[src/rtl/btn_debounce.sv]
// btn_debounce: two-flop synchronizer plus debounce FSM driving registered level/press/release outputs.
// Defining BTN_DEBOUNCE_AUTO_REPEAT_EN adds auto-repeat press pulses while the button is held.
module btn_debounce #(
  parameter int DEBOUNCE_CYCLES = 1000,
  parameter int REPEAT_DELAY    = 50000,
  parameter int REPEAT_PERIOD   = 10000
) (
  input  logic clk,
  input  logic rst_n,
  input  logic btn_in,
  output logic level_out,
  output logic press_pulse,
  output logic release_pulse
);
  localparam int MAX_DR = DEBOUNCE_CYCLES > REPEAT_DELAY ? DEBOUNCE_CYCLES : REPEAT_DELAY;
  localparam int MAX_ALL = MAX_DR > REPEAT_PERIOD ? MAX_DR : REPEAT_PERIOD;
  localparam int W = $clog2(MAX_ALL) + 1;
  localparam logic [W-1:0] DC = W'(DEBOUNCE_CYCLES);
  typedef enum logic [1:0] {IDLE, PRESS_WAIT, HELD, RELEASE_WAIT} state_t;
  state_t state_q, state_d;
  logic s1_q, s2_q;
  logic [W-1:0] cnt_q, cnt_d;
  logic level_q, level_d, press_q, press_d, release_q, release_d;
  logic done, waiting, rep_fire;
  // cnt_q counts stable samples before this one, so the current sample completes the run at cnt_q + 1
  assign done = cnt_q + W'(1) >= DC;
  always_comb begin
    state_d = level_q ? (s2_q ? HELD : done ? IDLE : RELEASE_WAIT)
                      : (s2_q ? (done ? HELD : PRESS_WAIT) : IDLE);
    level_d = state_d == HELD || state_d == RELEASE_WAIT;
    waiting = state_d == PRESS_WAIT || state_d == RELEASE_WAIT;
    cnt_d = !waiting ? '0 : state_d != state_q ? W'(1) : &cnt_q ? cnt_q : cnt_q + W'(1);
    press_d = (!level_q && level_d) || rep_fire;
    release_d = level_q && !level_d;
  end
  always_ff @(posedge clk or negedge rst_n)
    if (!rst_n) begin
      s1_q <= 1'b0;
      s2_q <= 1'b0;
      state_q <= IDLE;
      cnt_q <= '0;
      level_q <= 1'b0;
      press_q <= 1'b0;
      release_q <= 1'b0;
    end else begin
      s1_q <= btn_in;
      s2_q <= s1_q;
      state_q <= state_d;
      cnt_q <= cnt_d;
      level_q <= level_d;
      press_q <= press_d;
      release_q <= release_d;
    end
`ifdef BTN_DEBOUNCE_AUTO_REPEAT_EN
  localparam logic [W-1:0] RD = W'(REPEAT_DELAY);
  localparam logic [W-1:0] RP = W'(REPEAT_PERIOD);
  logic [W-1:0] rep_q, rep_d;
  logic first_q, first_d, stay, clr;
  // rep_q counts HELD cycles since acceptance or the last repeat; RELEASE_WAIT leaves it frozen
  always_comb begin
    stay = state_q == HELD && state_d == HELD;
    clr = !level_q || !level_d;
    rep_fire = stay && rep_q + W'(1) == (first_q ? RD : RP);
    rep_d = clr || rep_fire ? '0 : stay ? rep_q + W'(1) : rep_q;
    first_d = clr ? 1'b1 : rep_fire ? 1'b0 : first_q;
  end
  always_ff @(posedge clk or negedge rst_n)
    if (!rst_n) begin
      rep_q <= '0;
      first_q <= 1'b1;
    end else begin
      rep_q <= rep_d;
      first_q <= first_d;
    end
`else
  assign rep_fire = 1'b0;
`endif
  assign level_out = level_q;
  assign press_pulse = press_q;
  assign release_pulse = release_q;
endmodule
[config.mk]
export PLATFORM = sky130hd
export DESIGN_NAME = btn_debounce
export DESIGN_NICKNAME = d
export VERILOG_FILES = /design/src/rtl/btn_debounce.sv
export SDC_FILE = /design/constraint.sdc
export NUM_CORES = 1
export LEC_CHECK = 0
export ABC_AREA = 1
export CAP_MARGIN = 10
export CORE_MARGIN = 2
export CORE_UTILIZATION = 56
export CTS_BUF_LIST = sky130_fd_sc_hd__clkbuf_4 sky130_fd_sc_hd__clkbuf_8
export CTS_CLUSTER_SIZE = 24
export DETAILED_ROUTE_END_ITERATION = 6
export PLACE_DENSITY_LB_ADDON = 0.1
export SYNTH_ARGS = -nofsm -noshare
export SYNTH_HDL_FRONTEND = slang
export SYNTH_SLANG_ARGS = --single-unit
[constraint.sdc]
create_clock -name clk -period 2.4 [get_ports clk]
set_clock_uncertainty 0.2 [all_clocks]
set_input_delay 0.36 -clock clk [delete_from_list [all_inputs] [get_ports clk]]
set_output_delay 0.36 -clock clk [all_outputs]
set_load 0.02 [all_outputs]
==> qor.yml, run 1 <==
synth:
  synth_cells: 204
  synth_fp_nets: 210
  synth-adder-area-share_pct: 2.510
  synth_top_family_by_area: "simple AND/OR/NAND/NOR gates"
  yosys_warnings: 0
  ys_seq_area_share_pct: 40.17
  syn_area_per_cell_um2: 7.329
  muxShareOfSynthArea_pct: 1.339
  netlist_area_um2: 1495
  ys_ff_latch: 24
  synth-simple-area-share_pct: 40.42
  synth_compound_area_share_pct: 5.356
  synth_xor_area_share_pct: 2.929
  ys_types: 24
grt:
  grt_pass1_wl_um: 6285
  grt_max_degree: 25
  grt_remaining_overflow: 0
  grt_pass1_vias: 1438
  antenna_found_initial: 0
  grt_usage_pct: 25.61
flow_run:
  maxCapViolCount: 0
clocking:
  cts_buffers: 3
  cts_tree: "built"
  h-tree-depth: 1
  path_clk_slew_ns: 0.14
  clk_path_buf_depth: 2
  cts-root-buf: "clkbuf_4"
  clock_sinks: 24
  clk_latency_ns: 0.32
die:
  coreArea_um2: 2500
  die_h_um: 55.67
  start_util_pct: 59.81
  dieArea_um2: 3099
  io_pins: 6
  rows: 18
  die_x_um: 55.67
power:
  powerDensity_nw_per_um2: 391.7
  ir_drop_v: 0.0004463
  power.leakage_nw: 0.8628
place:
  port_buffers: 5
  finalWeightedCongestion: 0.8402
  placed_cells: 259
  dp_hpwl_um: 2491
  post_dp_cell_area_um2: 1752
sta:
  min_period_ns: 2.655
  maxSlewHeadroom_pct: 17.19
  fin_crit_sh_pct: 110.6
  final-hold-violation-count: 0
  rsz0062_at_grt: "yes"
  slew_viol_final: 0
  final.setup.worst_slack_ns: -0.2547
  worstMarginPinSlew_ns: 1.229
  max_freq_mhz: 376.7
  final-setup-viol-count: 19
layout:
  syn_to_final_growth_pct: 30.63
  antenna_cells: 0
  nNetsFinal: 249
  postLayoutCellArea_um2: 1953
  drive_gt1_share_pct: 28.93
  fillCellCount: 169
  seq_area_um2: 600.6
  layout.cells.non_filler: 272
  multi_input_area_um2: 867.1
critical_path:
  cp_max_fo: 6
  ff2ff_path_depth: 14
  cp.required_ns: 2.45
  crit_chain: "ha_2 > nand3_2 > inv_2 > nand3_2 > nor4_2 > ha_1 > nor2_1 > nand2_1 > nor2_4 > nand3_1 > nand3_4 > nand3_4 > buf_8 > nor2_1"
  cp-end-kind: "flop"
  cp_slowest_cell: "dfrtp_1"
  worstPathArrival_ns: 2.71
  slowest_delay_ns: 0.39
  cp-start-kind: "flop"
  critPathKind: "flop to flop"
detailed_routing:
  totalWireLength_um: 3963
  antenna_left: 0
  drt_pre_antenna_iters: 4
  via_per_inst: 5.489
  wl_per_cell_um: 14.57
  drt_iter0_markers: 67
  via_count: 1493
  drc: 0
outcome:
  status: "finished with violations"
  violations: "setup timing"
hold_path:
  holdCritPathClass: "input pin to asynchronous set/reset pin"
-- through the flow --
step	setup slack, ns	power, mW	TNS, ns	util (%)	hold slack (ns)
4_1_cts	-0.1428	0.7596	-1.941	75.13	0.1899
2_1_floorplan	-0.1392	0.4419	-1.417	-	-0.1356
5_1_grt	-0.3642	0.7871	-6.388	78.13	0.1990
3_3_place_gp	-0.1282	0.4580	-1.917	70.07	0.1437
3_5_place_dp	-0.3196	0.4604	-4.621	70.07	0.1503
6_report	-0.2547	0.7651	-3.951	78.13	0.1769
-- layout make-up --
type,count,share of cell area [%]
inverter,24,4.612
clock buffer,3,1.153
sequential,24,30.75
tap,30,1.922
timing repair buffer,37,15.63
clock inverter,1,1.537
multi-input combinational,153,44.39
-- critical path: cells and delay by family (launching register included) --
family	cells	cell delay, ns
buffers and inverters	2	0.25
flip-flops	1	0.39
adder cells (fa/ha/maj)	2	0.47
AND/OR/NAND/NOR	10	1.27
-- metal layers --
metal | GRT usage (%) | part of all wire [%] | up-vias
met5 | 0 | 0 | -
met4 | 14.29 | 4.2 | 0
met3 | 4.186 | 2.7 | 21
met2 | 45.24 | 53 | 40
met1 | 29.12 | 40 | 716
li1 | - | - | 716
-- flip-flops by register name (all words and copies together), names as in the netlist --
name           count
level_out          1
s1_q               1
state_q            2
press_pulse        1
release_pulse      1
s2_q               1
cnt_q             17
-- placed cells by master (no fill, tap or decap), types with 5 or more instances in the layout --
cell	count
nand2_1	57
buf_4	30
dfrtp_1	24
nor2_1	23
inv_1	22
o21ai_0	12
nor2_2	11
nor2_4	10
nand3_1	10
xor2_1	5
nand4_1	5
clkdlybuf4s50_1	5
-- cell families (layout without fill, tap and decap cells) --
group / Yosys count / count (layout)
AND/OR/NAND/NOR: 128 / 128
buffers and inverters: 27 / 65
flip-flops: 24 / 24
AO/OA/AOI/OAI: 15 / 15
XOR/XNOR: 5 / 5
adder cells (fa/ha/maj): 3 / 3
multiplexers: 2 / 2
-- cells in the mapped netlist --
library cell / instances / share of area, %
nor2_2: 13 / 5.4
buf_6: 1 / 0.75
o21ai_0: 12 / 4.0
dfrtp_1: 24 / 40
nor3_1: 1 / 0.33
inv_2: 2 / 0.50
inv_1: 22 / 5.5
a21oi_1: 1 / 0.33
clkbuf_1: 2 / 0.50
nor2_4: 3 / 2.3
o21bai_1: 1 / 0.50
o21a_1: 1 / 0.50
nand3_2: 2 / 1.3
ha_1: 3 / 2.5
nor4_1: 1 / 0.42
nor2_1: 28 / 7.0
nand3_4: 1 / 1.2
nand3b_1: 1 / 0.50
xor2_1: 5 / 2.9
nand2_1: 58 / 15
nand2_2: 3 / 1.3
nand4_1: 5 / 2.1
mux2i_1: 2 / 1.3
nand3_1: 12 / 4.0
-- timing repair --
action                     CTS  global route
buffers inserted             6             3
hold buffers                 0             0
pin swaps                    1             1
setup endpoints to repair   17            19
resized for setup            7            12
-- power by group --
part / leakage, nW / internal, mW / switching (mW)
Sequential: 0.326 / 0.409 / 0.00308
Clock: 0.0279 / 0.169 / 0.130
Combinational: 0.509 / 0.0205 / 0.0331
-- worst paths after layout --
check | end | slack [ns] | start
worst max-delay path | cnt_q[12] | -0.25 | cnt_q[0]
worst min-delay path | cnt_q[5] | 0.18 | rst_n
worst max register to register | cnt_q[12] | -0.25 | cnt_q[0]
worst min register to register | s2_q | 0.19 | s1_q
max in group asynchronous | cnt_q[10] | 1.58 | rst_n
min in group clk | s2_q | 0.19 | s1_q
(Power assumes the default switching activity.)
==> run 2, diff against run 1 <==
- REMOVE_ABC_BUFFERS: not set -> 1
==> run 2 against run 1 <==
Effect of this change:
- the run still ends with setup timing left
- utilization is 1.7 points higher
- die area did not move
- combinational power decreased by 5.4%
- cell area increased by 2.2%
- sequential power is essentially flat
- sequential share of layout area shrank 0.66 points
- non-clock buffer count increased by 1
==> qor.yml, run 2 (synthesis results as in run 1) <==
power:
  fin_total_pwr_mw: 0.6802  # was 0.7651 mW
  pwr-share-seq_pct: 60.5  # was 53.9%
  power.leakage_nw: 0.8899  # was 0.8628 nW
  ir_drop_v: 0.0003805  # was 0.0004463 V
  p_sw_share_pct: 23.38  # was 21.76%
  power.switching_mw: 0.1590  # was 0.1665 mW
  combPwrFrac_pct: 7.5  # was 7.0%
  internal-power_mw: 0.5212  # was 0.5986 mW
  clockPowerShare_pct: 32.0  # was 39.1%
  powerDensity_nw_per_um2: 340.9  # was 391.7 nW/um2
clocking:
  path_clk_slew_ns: 0.13  # was 0.14 ns
  h-tree-depth: 1  # unchanged
  cts-root-buf: "clkbuf_4"  # unchanged
  cts_buffers: 3  # unchanged
  clk_path_buf_depth: 2  # unchanged
  cts_tree: "built"  # unchanged
  clock_sinks: 24  # unchanged
  clk_latency_ns: 0.32  # about the same
outcome:
  violations: "setup timing"  # unchanged
  status: "finished with violations"  # unchanged
die:
  die_h_um: 55.67  # unchanged
  start_util_pct: 59.81  # unchanged
  io_pins: 6  # unchanged
  die_x_um: 55.67  # unchanged
  dieArea_um2: 3099  # unchanged
  coreArea_um2: 2500  # unchanged
  rows: 18  # unchanged
layout:
  layout.cells.non_filler: 274  # was 272
  antenna_cells: 0  # unchanged
  layout_commonest_cell: "nand2_1"  # unchanged
  drive_gt1_share_pct: 32.38  # was 28.93%
  nNetsFinal: 251  # was 249
  final_util_pct: 79.83  # was 78.13%
  syn_to_final_growth_pct: 33.47  # was 30.63%
  largest_reg_flops: 17  # unchanged
  final_cell_mix: "nand2_1 (54), buf_4 (33), dfrtp_1 (24), inv_1 (22), nor2_1 (22)"  # was nand2_1 (57), buf_4 (30), dfrtp_1 (24), nor2_1 (23), inv_1 (22)
  reg_top3: "cnt_q (17), state_q (2)"  # unchanged
  postLayoutCellArea_um2: 1996  # was 1953 um2
  top_register: "cnt_q"  # unchanged
critical_path:
  cp-start-kind: "flop"  # unchanged
  cp_max_fo: 3  # was 6
  crit_chain: "ha_2 > nand3_2 > inv_2 > nand3_4 > nor4_4 > ha_1 > nor2_1 > nand2_1 > nor2_4 > buf_4 > nand3_4 > nand3_4 > buf_4 > nand3_1 > nand2_1 > inv_1"  # was ha_2 > nand3_2 > inv_2 > nand3_2 > nor4_2 > ha_1 > nor2_1 > nand2_1 > nor2_4 > nand3_1 > nand3_4 > nand3_4 > buf_8 > nor2_1
  cp-end-kind: "flop"  # unchanged
  critPathMostFrequentCell: "nand3_4"
  worstPathArrival_ns: 2.71  # about the same
  cp.required_ns: 2.43  # was 2.45 ns
  critPathKind: "flop to flop"  # unchanged
  slowest_delay_ns: 0.38  # was 0.39 ns
  cp_slowest_cell: "dfrtp_1"  # unchanged
detailed_routing:
  via_per_inst: 5.449  # was 5.489
  wl_per_cell_um: 15.11  # was 14.57 um
  drt_pre_antenna_iters: 4  # unchanged
  via_count: 1493  # unchanged
  drc: 0  # unchanged
  drt_iter0_markers: 96  # was 67
  totalWireLength_um: 4139  # was 3963 um
  antenna_left: 0  # unchanged
place:
  placed_cells: 259  # unchanged
  dp_hpwl_um: 2479  # was 2491 um
  finalWeightedCongestion: 0.8775  # was 0.8402
  dpl_worst_slack_ns: -0.2852  # was -0.3196 ns
  port_buffers: 5  # unchanged
  post_dp_cell_area_um2: 1737  # was 1752 um2
sta:
  final.setup.tns_ns: -4.184  # was -3.951 ns
  final.setup.worst_slack_ns: -0.2786  # was -0.2547 ns
  min_period_ns: 2.679  # was 2.655 ns
  maxSlewHeadroom_pct: 79.16  # was 17.19%
  fin_crit_sh_pct: 111.6  # was 110.6%
  hold-worst-slack_ns: 0.1711  # was 0.1769 ns
  slew_viol_final: 0  # unchanged
  final-hold-violation-count: 0  # unchanged
  max_freq_mhz: 373.3  # was 376.7 MHz
  final-setup-viol-count: 19  # unchanged
  rsz0062_at_grt: "yes"  # unchanged
  worstMarginPinSlew_ns: 0.3102  # was 1.229 ns
flow_run:
  maxCapViolCount: 0  # unchanged
hold_path:
  holdCritPathClass: "flop to flop"  # was input pin to asynchronous set/reset pin
grt:
  grt_max_degree: 25  # unchanged
  grt_pass1_vias: 1474  # was 1438
  grt_usage_pct: 25.71  # was 25.61%
  antenna_found_initial: 0  # unchanged
  grt_pass1_wl_um: 6334  # was 6285 um
  grt_remaining_overflow: 0  # unchanged
## run 2: cell types whose count changed in the layout (fill, tap and decap cells not counted), sizes merged
| cell | before | now |
|---|---|---|
| nand3 | 15 | 16 |
| clkbuf | 3 | 4 |
| bufinv | 1 | 0 |
| buf | 32 | 33 |
## run 2: final cells by class
| class | count | area [um2] |
|---|---|---|
| fill | 159 | 504.2 |
| clock buffer | 4 | 36.28 |
| multi-input combinational | 154 | 930.9 |
| tap | 30 | 37.54 |
| inverter | 24 | 92.59 |
| sequential | 24 | 600.6 |
| timing repair buffer | 38 | 297.8 |
## run 2: final timing paths
kind / startpoint / end / slack [ns] / depth (start not counted)
setup / recovery: cnt_q[0] / cnt_q[0] / -0.28 / 16
hold / removal: s1_q / s2_q / 0.17 / 0
setup reg to reg: cnt_q[0] / cnt_q[0] / -0.28 / 16
hold reg to reg: s1_q / s2_q / 0.17 / 0
max in group asynchronous: rst_n / cnt_q[8] / 1.57 / 2
min in group asynchronous: rst_n / cnt_q[5] / 0.19 / 2
## run 2: timing repair
| action | in CTS | in global routing |
|---|---|---|
| cloned | 1 | 0 |
| pin swaps | 3 | 7 |
| hold buffers | 0 | 0 |
| hold endpoints to repair | 0 | 0 |
| setup endpoints to repair | 17 | 21 |
| setup buffers | 6 | 4 |
| gates resized for setup | 5 | 24 |
## run 2: power by group through the flow
stage | sequential, mW | clock [mW] | combinational, mW
2_1_floorplan | 0.421 | 0 | 0.0184
5_1_grt | 0.412 | 0.238 | 0.0562
4_1_cts | 0.412 | 0.218 | 0.0465
3_5_place_dp | 0.419 | 0 | 0.0407
6_report | 0.412 | 0.218 | 0.0508
3_3_place_gp | 0.419 | 0 | 0.0398
## run 2: worst max-delay path, delay by kind of cell, from the launching register on
kind / cells / cell delay (ns)
adder cells (fa/ha/maj): 2 / 0.50
buffers and inverters: 4 / 0.39
flip-flops: 1 / 0.38
AND/OR/NAND/NOR: 10 / 1.12
## run 2: per-layer routing
metal / vias up / share of wire (%) / GRT usage, % / wire (um)
li1: 720 / - / - / -
met1: 694 / 38 / 30.94 / 1589
met2: 70 / 53 / 47.11 / 2207
met3: 9 / 6.0 / 3.023 / 250
met4: 0 / 2.2 / 8.711 / 91
met5: - / 0 / 0 / 0
